File: config.mk
export PLATFORM = sky130hd
export DESIGN_NAME = ibex_avalon_data_bridge
export DESIGN_NICKNAME = d
export VERILOG_FILES = /design/src/rtl/ibex_avalon_data_bridge.sv
export SDC_FILE = /design/constraint.sdc
export NUM_CORES = 1
export LEC_CHECK = 0
export ABC_CLOCK_PERIOD_IN_PS = 2000
export CORE_MARGIN = 5
export CORE_UTILIZATION = 36
export DETAILED_ROUTE_END_ITERATION = 16
export PLACE_DENSITY = 0.76
export SLEW_MARGIN = 30
export SYNTH_ARGS = -nofsm -noshare
export SYNTH_HDL_FRONTEND = slang
export SYNTH_SLANG_ARGS = --single-unit
File: constraint.sdc
create_clock -name clk_i -period 2 [get_ports clk_i]
set_clock_uncertainty 0.05 [all_clocks]
set_input_delay 0.4 -clock clk_i [delete_from_list [all_inputs] [get_ports clk_i]]
set_output_delay 0.4 -clock clk_i [all_outputs]
set_load 0.01 [all_outputs]
File: src/rtl/ibex_avalon_data_bridge.sv
// ibex_avalon_data_bridge
//
// Bridges the Ibex data port (bus_data_* request/busy/rvalid/wrespvalid
// handshake) onto an Avalon-MM host port. Each accepted core request is
// held in a one-entry command register that drives the Avalon command
// signals directly. A credit counter tracks issued-but-unanswered
// transactions so responses can be returned to the core in order.
//
// Parameters
//   MAX_OUTSTANDING : max transactions in flight (power of 2, 1..16)
//   POSTED_WRITES   : 1 = write response generated locally on Avalon accept,
//                     0 = wait for avm_writeresponsevalid
//
// Ports
//   clk_i, rst_ni           clock, synchronous active-low reset
//   bus_data_*   (core)     read/write request, addr/be/wdata in;
//                           busy, rvalid/rdata, wrespvalid, resp out
//   avm_*        (Avalon)   address/read/write/byteenable/writedata out;
//                           waitrequest, readdata(valid), writeresponsevalid,
//                           response in
//   proto_err_o             sticky: response seen with nothing outstanding

module ibex_avalon_data_bridge #(
    parameter int unsigned MAX_OUTSTANDING = 4,
    parameter bit          POSTED_WRITES   = 1'b1
) (
    input  logic        clk_i,
    input  logic        rst_ni,

    input  logic        bus_data_read,
    input  logic        bus_data_write,
    input  logic [31:0] bus_data_addr,
    input  logic [3:0]  bus_data_be,
    input  logic [31:0] bus_data_wdata,
    output logic        bus_data_busy,
    output logic        bus_data_rvalid,
    output logic [31:0] bus_data_rdata,
    output logic        bus_data_wrespvalid,
    output logic [1:0]  bus_data_resp,

    output logic [31:0] avm_address,
    output logic        avm_read,
    output logic        avm_write,
    output logic [3:0]  avm_byteenable,
    output logic [31:0] avm_writedata,
    input  logic        avm_waitrequest,
    input  logic [31:0] avm_readdata,
    input  logic        avm_readdatavalid,
    input  logic        avm_writeresponsevalid,
    input  logic [1:0]  avm_response,

    output logic        proto_err_o
);

    // One extra bit so the counter can hold MAX_OUTSTANDING itself.
    localparam int unsigned CW = $clog2(MAX_OUTSTANDING) + 1;

    // Command stage
    logic        cmd_valid_q;
    logic        cmd_we_q;
    logic [31:0] addr_q;
    logic [3:0]  be_q;
    logic [31:0] wdata_q;
    // Kind of the most recently accepted request (0 = read, 1 = write)
    logic        kind_q;

    logic [CW-1:0] outstanding_q;
    logic [CW-1:0] pending;

    // Core-side response registers
    logic        rvalid_q;
    logic        wresp_q;
    logic [31:0] rdata_q;
    logic [1:0]  resp_q;
    logic        err_q;

    logic req, accept, issue;
    logic inc, dec;
    logic rsp_in, any_out;
    logic rd_fwd, wr_fwd;

    assign req     = bus_data_read | bus_data_write;
    assign issue   = cmd_valid_q & ~avm_waitrequest;
    assign any_out = (outstanding_q != '0);

    // Count everything that still owes the core a response from the fabric;
    // a queued command counts too so it cannot overrun the credit limit.
    assign pending = outstanding_q + CW'(cmd_valid_q);

    // Mixing reads and writes in flight could reorder responses (posted
    // writes answer locally, reads answer from the slave), so a request of
    // the other kind waits until the bridge drains.
    assign bus_data_busy = (cmd_valid_q & avm_waitrequest)
                         | (pending == CW'(MAX_OUTSTANDING))
                         | ((pending != '0) & req & (bus_data_write != kind_q));

    assign accept = req & ~bus_data_busy;

    // Posted writes never get a fabric response, so they take no credit.
    assign inc    = issue & (~cmd_we_q | ~POSTED_WRITES);
    assign rsp_in = avm_readdatavalid | (~POSTED_WRITES & avm_writeresponsevalid);
    // Responses with nothing outstanding are dropped rather than underflowing.
    assign dec    = rsp_in & any_out;

    assign rd_fwd = avm_readdatavalid & any_out;
    assign wr_fwd = POSTED_WRITES ? (issue & cmd_we_q)
                                  : (avm_writeresponsevalid & any_out);

    always_ff @(posedge clk_i) begin
        if (!rst_ni) begin
            cmd_valid_q   <= 1'b0;
            cmd_we_q      <= 1'b0;
            kind_q        <= 1'b0;
            addr_q        <= '0;
            be_q          <= '0;
            wdata_q       <= '0;
            outstanding_q <= '0;
            rvalid_q      <= 1'b0;
            wresp_q       <= 1'b0;
            rdata_q       <= '0;
            resp_q        <= '0;
            err_q         <= 1'b0;
        end else begin
            // A new request may reload the stage in the same cycle it issues.
            if (accept) begin
                cmd_valid_q <= 1'b1;
                cmd_we_q    <= bus_data_write;
                kind_q      <= bus_data_write;
                addr_q      <= bus_data_addr;
                be_q        <= bus_data_be;
                wdata_q     <= bus_data_wdata;
            end else if (issue) begin
                cmd_valid_q <= 1'b0;
            end

            outstanding_q <= outstanding_q + CW'(inc) - CW'(dec);

            rvalid_q <= rd_fwd;
            wresp_q  <= wr_fwd;
            if (rd_fwd) begin
                rdata_q <= avm_readdata;
                resp_q  <= avm_response;
            end else if (wr_fwd) begin
                resp_q  <= POSTED_WRITES ? 2'b00 : avm_response;
            end

            if (rsp_in && !any_out) begin
                err_q <= 1'b1;
            end
        end
    end

    assign avm_read       = cmd_valid_q & ~cmd_we_q;
    assign avm_write      = cmd_valid_q & cmd_we_q;
    assign avm_address    = addr_q;
    assign avm_byteenable = be_q;
    assign avm_writedata  = wdata_q;

    assign bus_data_rvalid     = rvalid_q;
    assign bus_data_rdata      = rdata_q;
    assign bus_data_wrespvalid = wresp_q;
    assign bus_data_resp       = resp_q;
    assign proto_err_o         = err_q;

endmodule
==> flow_summary_export.csv <==
group,metric,value,unit
power_and_ir_drop,power.leakage,0.002956,uW
logic_synthesis,syn-num-nets,604,
outcome,status,"finished with violations",
logic_synthesis,synth_cell_type_count,25,
logic_synthesis,synth_seq_cells,110,
logic_synthesis,ys.flop_type,"dfxtp_1",
drt,final_antenna_net_count,0,
floorplan,die_area,14230,um^2
cells_and_area,area_delta_synth_final,70.87,%
floorplan,die_w,119.3,um
min_path,hp-start,"rst_ni",
logic_synthesis,synth-async-reset-ratio,0,
clock_tree,clk_path_buf_depth,2,
setup_path,cp-start-kind,"flip-flop",
drt,routed_via_density,4.691,
grt,grtUsageTotal,0.1827,
power_and_ir_drop,internal-power,8330,uW
power_and_ir_drop,switching_share,0.3311,
logic_synthesis,synthCells,491,
placement,dp_hpwl,9.461,mm
floorplan,design.core.area,11860,um^2
logic_synthesis,yosys.area.top_type_share,0.5122,
logic_synthesis,synthTopCellsByCount,"205 x nand2_1, 110 x dfxtp_1, 68 x mux2i_1, 37 x a21oi_1, 23 x clkbuf_1",
setup_path,path_cells,"ha_4 -> ha_4 -> nor2_4 -> a211oi_4 -> buf_4 -> a21oi_2 -> buf_2",
sta,setup_viol,70,
grt,grt_pass1_vias,4162,
cells_and_area,nNetsFinal,827,
grt,grt_max_degree,107,
sta,rsz0062_at_grt,"true",
placement,port_buffers,215,
setup_path,cp.depth,7,
power_and_ir_drop,power.total,12450,uW
setup_path,crit_family,"adder cells",
logic_synthesis,synth_edf_count,0,
floorplan,initial_utilization,0.3624,
drt,vias,4058,
setup_path,worstReg2RegEnd,"avm_writedata[8]$_SDFFE_PN0P_",
placement,dpl.cell_count,837,
grt,antenna_found_initial,0,
power_and_ir_drop,netSwitchingPower,4124,uW
sta,relSlewSlack,0.7085,
logic_synthesis,yosys_warnings,0,
sta,min_period,2.143,ns
sta,clock.fmax,466.5,MHz
flow_run,maxCapViolations,0,
setup_path,required,1.55,ns
setup_path,worstSetupStartpoint,"cmd_valid_q$_SDFFE_PN0P_",
setup_path,cpMostUsedCell,"ha_4",
setup_path,crit_fanout,3,
logic_synthesis,yosysMostFrequentCell,"nand2_1",
min_path,hold_depth,3,
min_path,hold_class,"in2reg",
outcome,violations,"negative setup slack",
setup_path,rrSetupSlack,-0.06,ns
setup_path,critical_path_buf_inv_count,2,
drt,drt_first_pass_iters,4,
sta,hold-worst-slack,0.3833,ns
power_and_ir_drop,combPwrFrac,0.570,
sta,fin_crit_sh,1.072,
drt,wl,13.29,mm
grt,grt_overflow,0,
logic_synthesis,yosysTopAreaCell,"dfxtp_1",
setup_path,endpoint_kind,"primary output",
placement,gp_congestion,0.8505,
power_and_ir_drop,p_clk_frac,0.154,
sta,hold_viol,0,
clock_tree,htree_levels,3,
clock_tree,cts_root_buffer,"clkbuf_16",
setup_path,reg2reg_depth,9,
power_and_ir_drop,ir_worst_vdd,853.8,uV
drt,routedWlPerCell,15.36,um
clock_tree,clock_sinks,110,
sta,drv_slew,0,
sta,timing.setup.tns,-2.858,ns
clock_tree,clock_latency,0.33,ns
setup_path,critical_path.slowest_cell,"dfxtp_2",
drt,drtIter0Drc,229,
floorplan,io_pins,217,
clock_tree,cts_inserted_buffers,9,
cells_and_area,antennaDiodeCount,0,
setup_path,cp.arrival,1.69,ns
setup_path,regToRegStartpoint,"cmd_valid_q$_SDFFE_PN0P_",
logic_synthesis,syn-cell-area,4299,um^2
floorplan,rows,40,
sta,tightestPinTransition,0.4373,ns
logic_synthesis,avgSynthCellArea,8.756,um^2
power_and_ir_drop,pwr-share-seq,0.276,
clock_tree,tritoncts,"done",
power_and_ir_drop,power_density,1695,nW/um^2
cells_and_area,drive_above_1_share,0.09331,
clock_tree,cts.clk_slew.worst_paths,0.07,ns
drt,route.detailed.drc,0,
setup_path,critPathCapture,"bus_data_busy",
sta,layout_setup_ws,-0.1434,ns
floorplan,dieHeight,119.3,um
cells_and_area,fin_cells,865,
logic_synthesis,yosys-top-cells-area,"dfxtp_1 51%, nand2_1 18%, mux2i_1 16%",
setup_path,slowest_delay,0.34,ns
logic_synthesis,ys_seq_area_frac,0.5122,
clock_tree,postCtsHoldBufs,0,
setup_path,path_class,"reg2out",
grt,grt_pass1_wl,21.05,mm
==> layout make-up <==
type                       count  area (um^2)
clock inverter                 3        67.56
fill                        1022         4516
sequential                   110         2205
timing repair buffer         248         2626
multi-input combinational    341         1992
tap                          147        183.9
clock buffer                  12        256.5
inverter                       4        15.01
==> stage by stage <==
step / cell area [um^2] / worst slack [ns] / util
final: 7346 / -0.1434 / 0.6193
after global routing: 7346 / -0.2113 / 0.6193
after CTS: 7381 / -0.1457 / 0.6223
after detailed placement: 6654 / -0.4468 / 0.5610
after global placement: 6654 / -0.4007 / 0.5610
after floorplan: 4308 / 0.003097 / -
==> metal layers <==
layer  global-route usage  vias to the layer above  wire (um)
li1                     -                     2021          -
met1               0.2104                     1843       5168
met2               0.3027                      168       6334
met3              0.07455                       26       1474
met4              0.06951                        0        308
met5                    0                        -          0
==> cells by family (layout without fill, tap and decap cells) <==
kind of cell,count (synthesis),after routing,share of synthesized area
simple gates,224,224,0.2034
fa+ha+maj,4,4,0.01339
xor+xnor,3,3,0.006113
buf+inv,40,267,0.05035
compound gates,42,42,0.05617
mux,68,68,0.1583
flops,110,110,0.5122
==> power by group through the flow <==
stage / Combinational, uW / Sequential (uW) / Clock [uW]
after detailed placement: 5410 / 3450 / 0
after floorplan: 2700 / 3760 / 0
after global routing: 7580 / 3530 / 2060
after global placement: 5300 / 3410 / 0
final: 7100 / 3440 / 1920
after CTS: 7460 / 3430 / 1970
==> cell usage in the layout, fill, tap and decap left out, types with 2 or more instances in the layout <==
| cell | synthesis | routed |
|---|---|---|
| a21oi_1 | 37 | 36 |
| and2_1 | 4 | 4 |
| buf_12 | 0 | 6 |
| buf_16 | 0 | 6 |
| buf_4 | 0 | 15 |
| buf_6 | 8 | 5 |
| buf_8 | 0 | 2 |
| bufinv_16 | 0 | 2 |
| clkbuf_16 | 0 | 9 |
| clkbuf_8 | 0 | 2 |
| clkdlybuf4s50_1 | 0 | 211 |
| dfxtp_1 | 110 | 108 |
| dfxtp_2 | 0 | 2 |
| dlymetal6s2s_1 | 0 | 2 |
| ha_4 | 0 | 2 |
| inv_1 | 4 | 3 |
| mux2i_1 | 68 | 67 |
| nand2_1 | 205 | 205 |
| nand2b_1 | 2 | 2 |
| nand3_1 | 3 | 3 |
| nor2_1 | 5 | 4 |
| xnor2_2 | 0 | 2 |
==> tightest hold or removal path, stage by stage <==
cell and delay, ns:
buf_4 0.11, inv_1 0.10, nor2_1 0.11
==> sequential cells by signal, summed over array words and instances, names as in the netlist <==
name                 flops
bus_data_wrespvalid      1
avm_address             32
kind_q                   1
bus_data_rvalid          1
proto_err_o              1
bus_data_rdata          32
bus_data_resp            2
avm_byteenable           4
cmd_valid_q              1
outstanding_q            3
avm_writedata           32
==> how the worst min path moves through the flow <==
stage,end,slack [ns]
5_1_grt,outstanding_q[2]$_SDFF_PN0_,0.42
2_1_floorplan,avm_address[0]$_SDFFE_PN0P_,0.43
4_1_cts,outstanding_q[2]$_SDFF_PN0_,0.37
3_3_place_gp,avm_writedata[4]$_SDFFE_PN0P_,0.39
3_5_place_dp,avm_address[26]$_SDFFE_PN0P_,0.40
6_report,outstanding_q[2]$_SDFF_PN0_,0.38
==> repair_timing <==
| item | 4_1_cts | 5_1_grt |
|---|---|---|
| setup buffers | 10 | 2 |
| resized for setup | 35 | 10 |
| setup endpoints to repair | 72 | 74 |
| cloned | 8 | 0 |
| pin swaps | 5 | 8 |
Note: power is estimated with default switching activity, not from simulation.
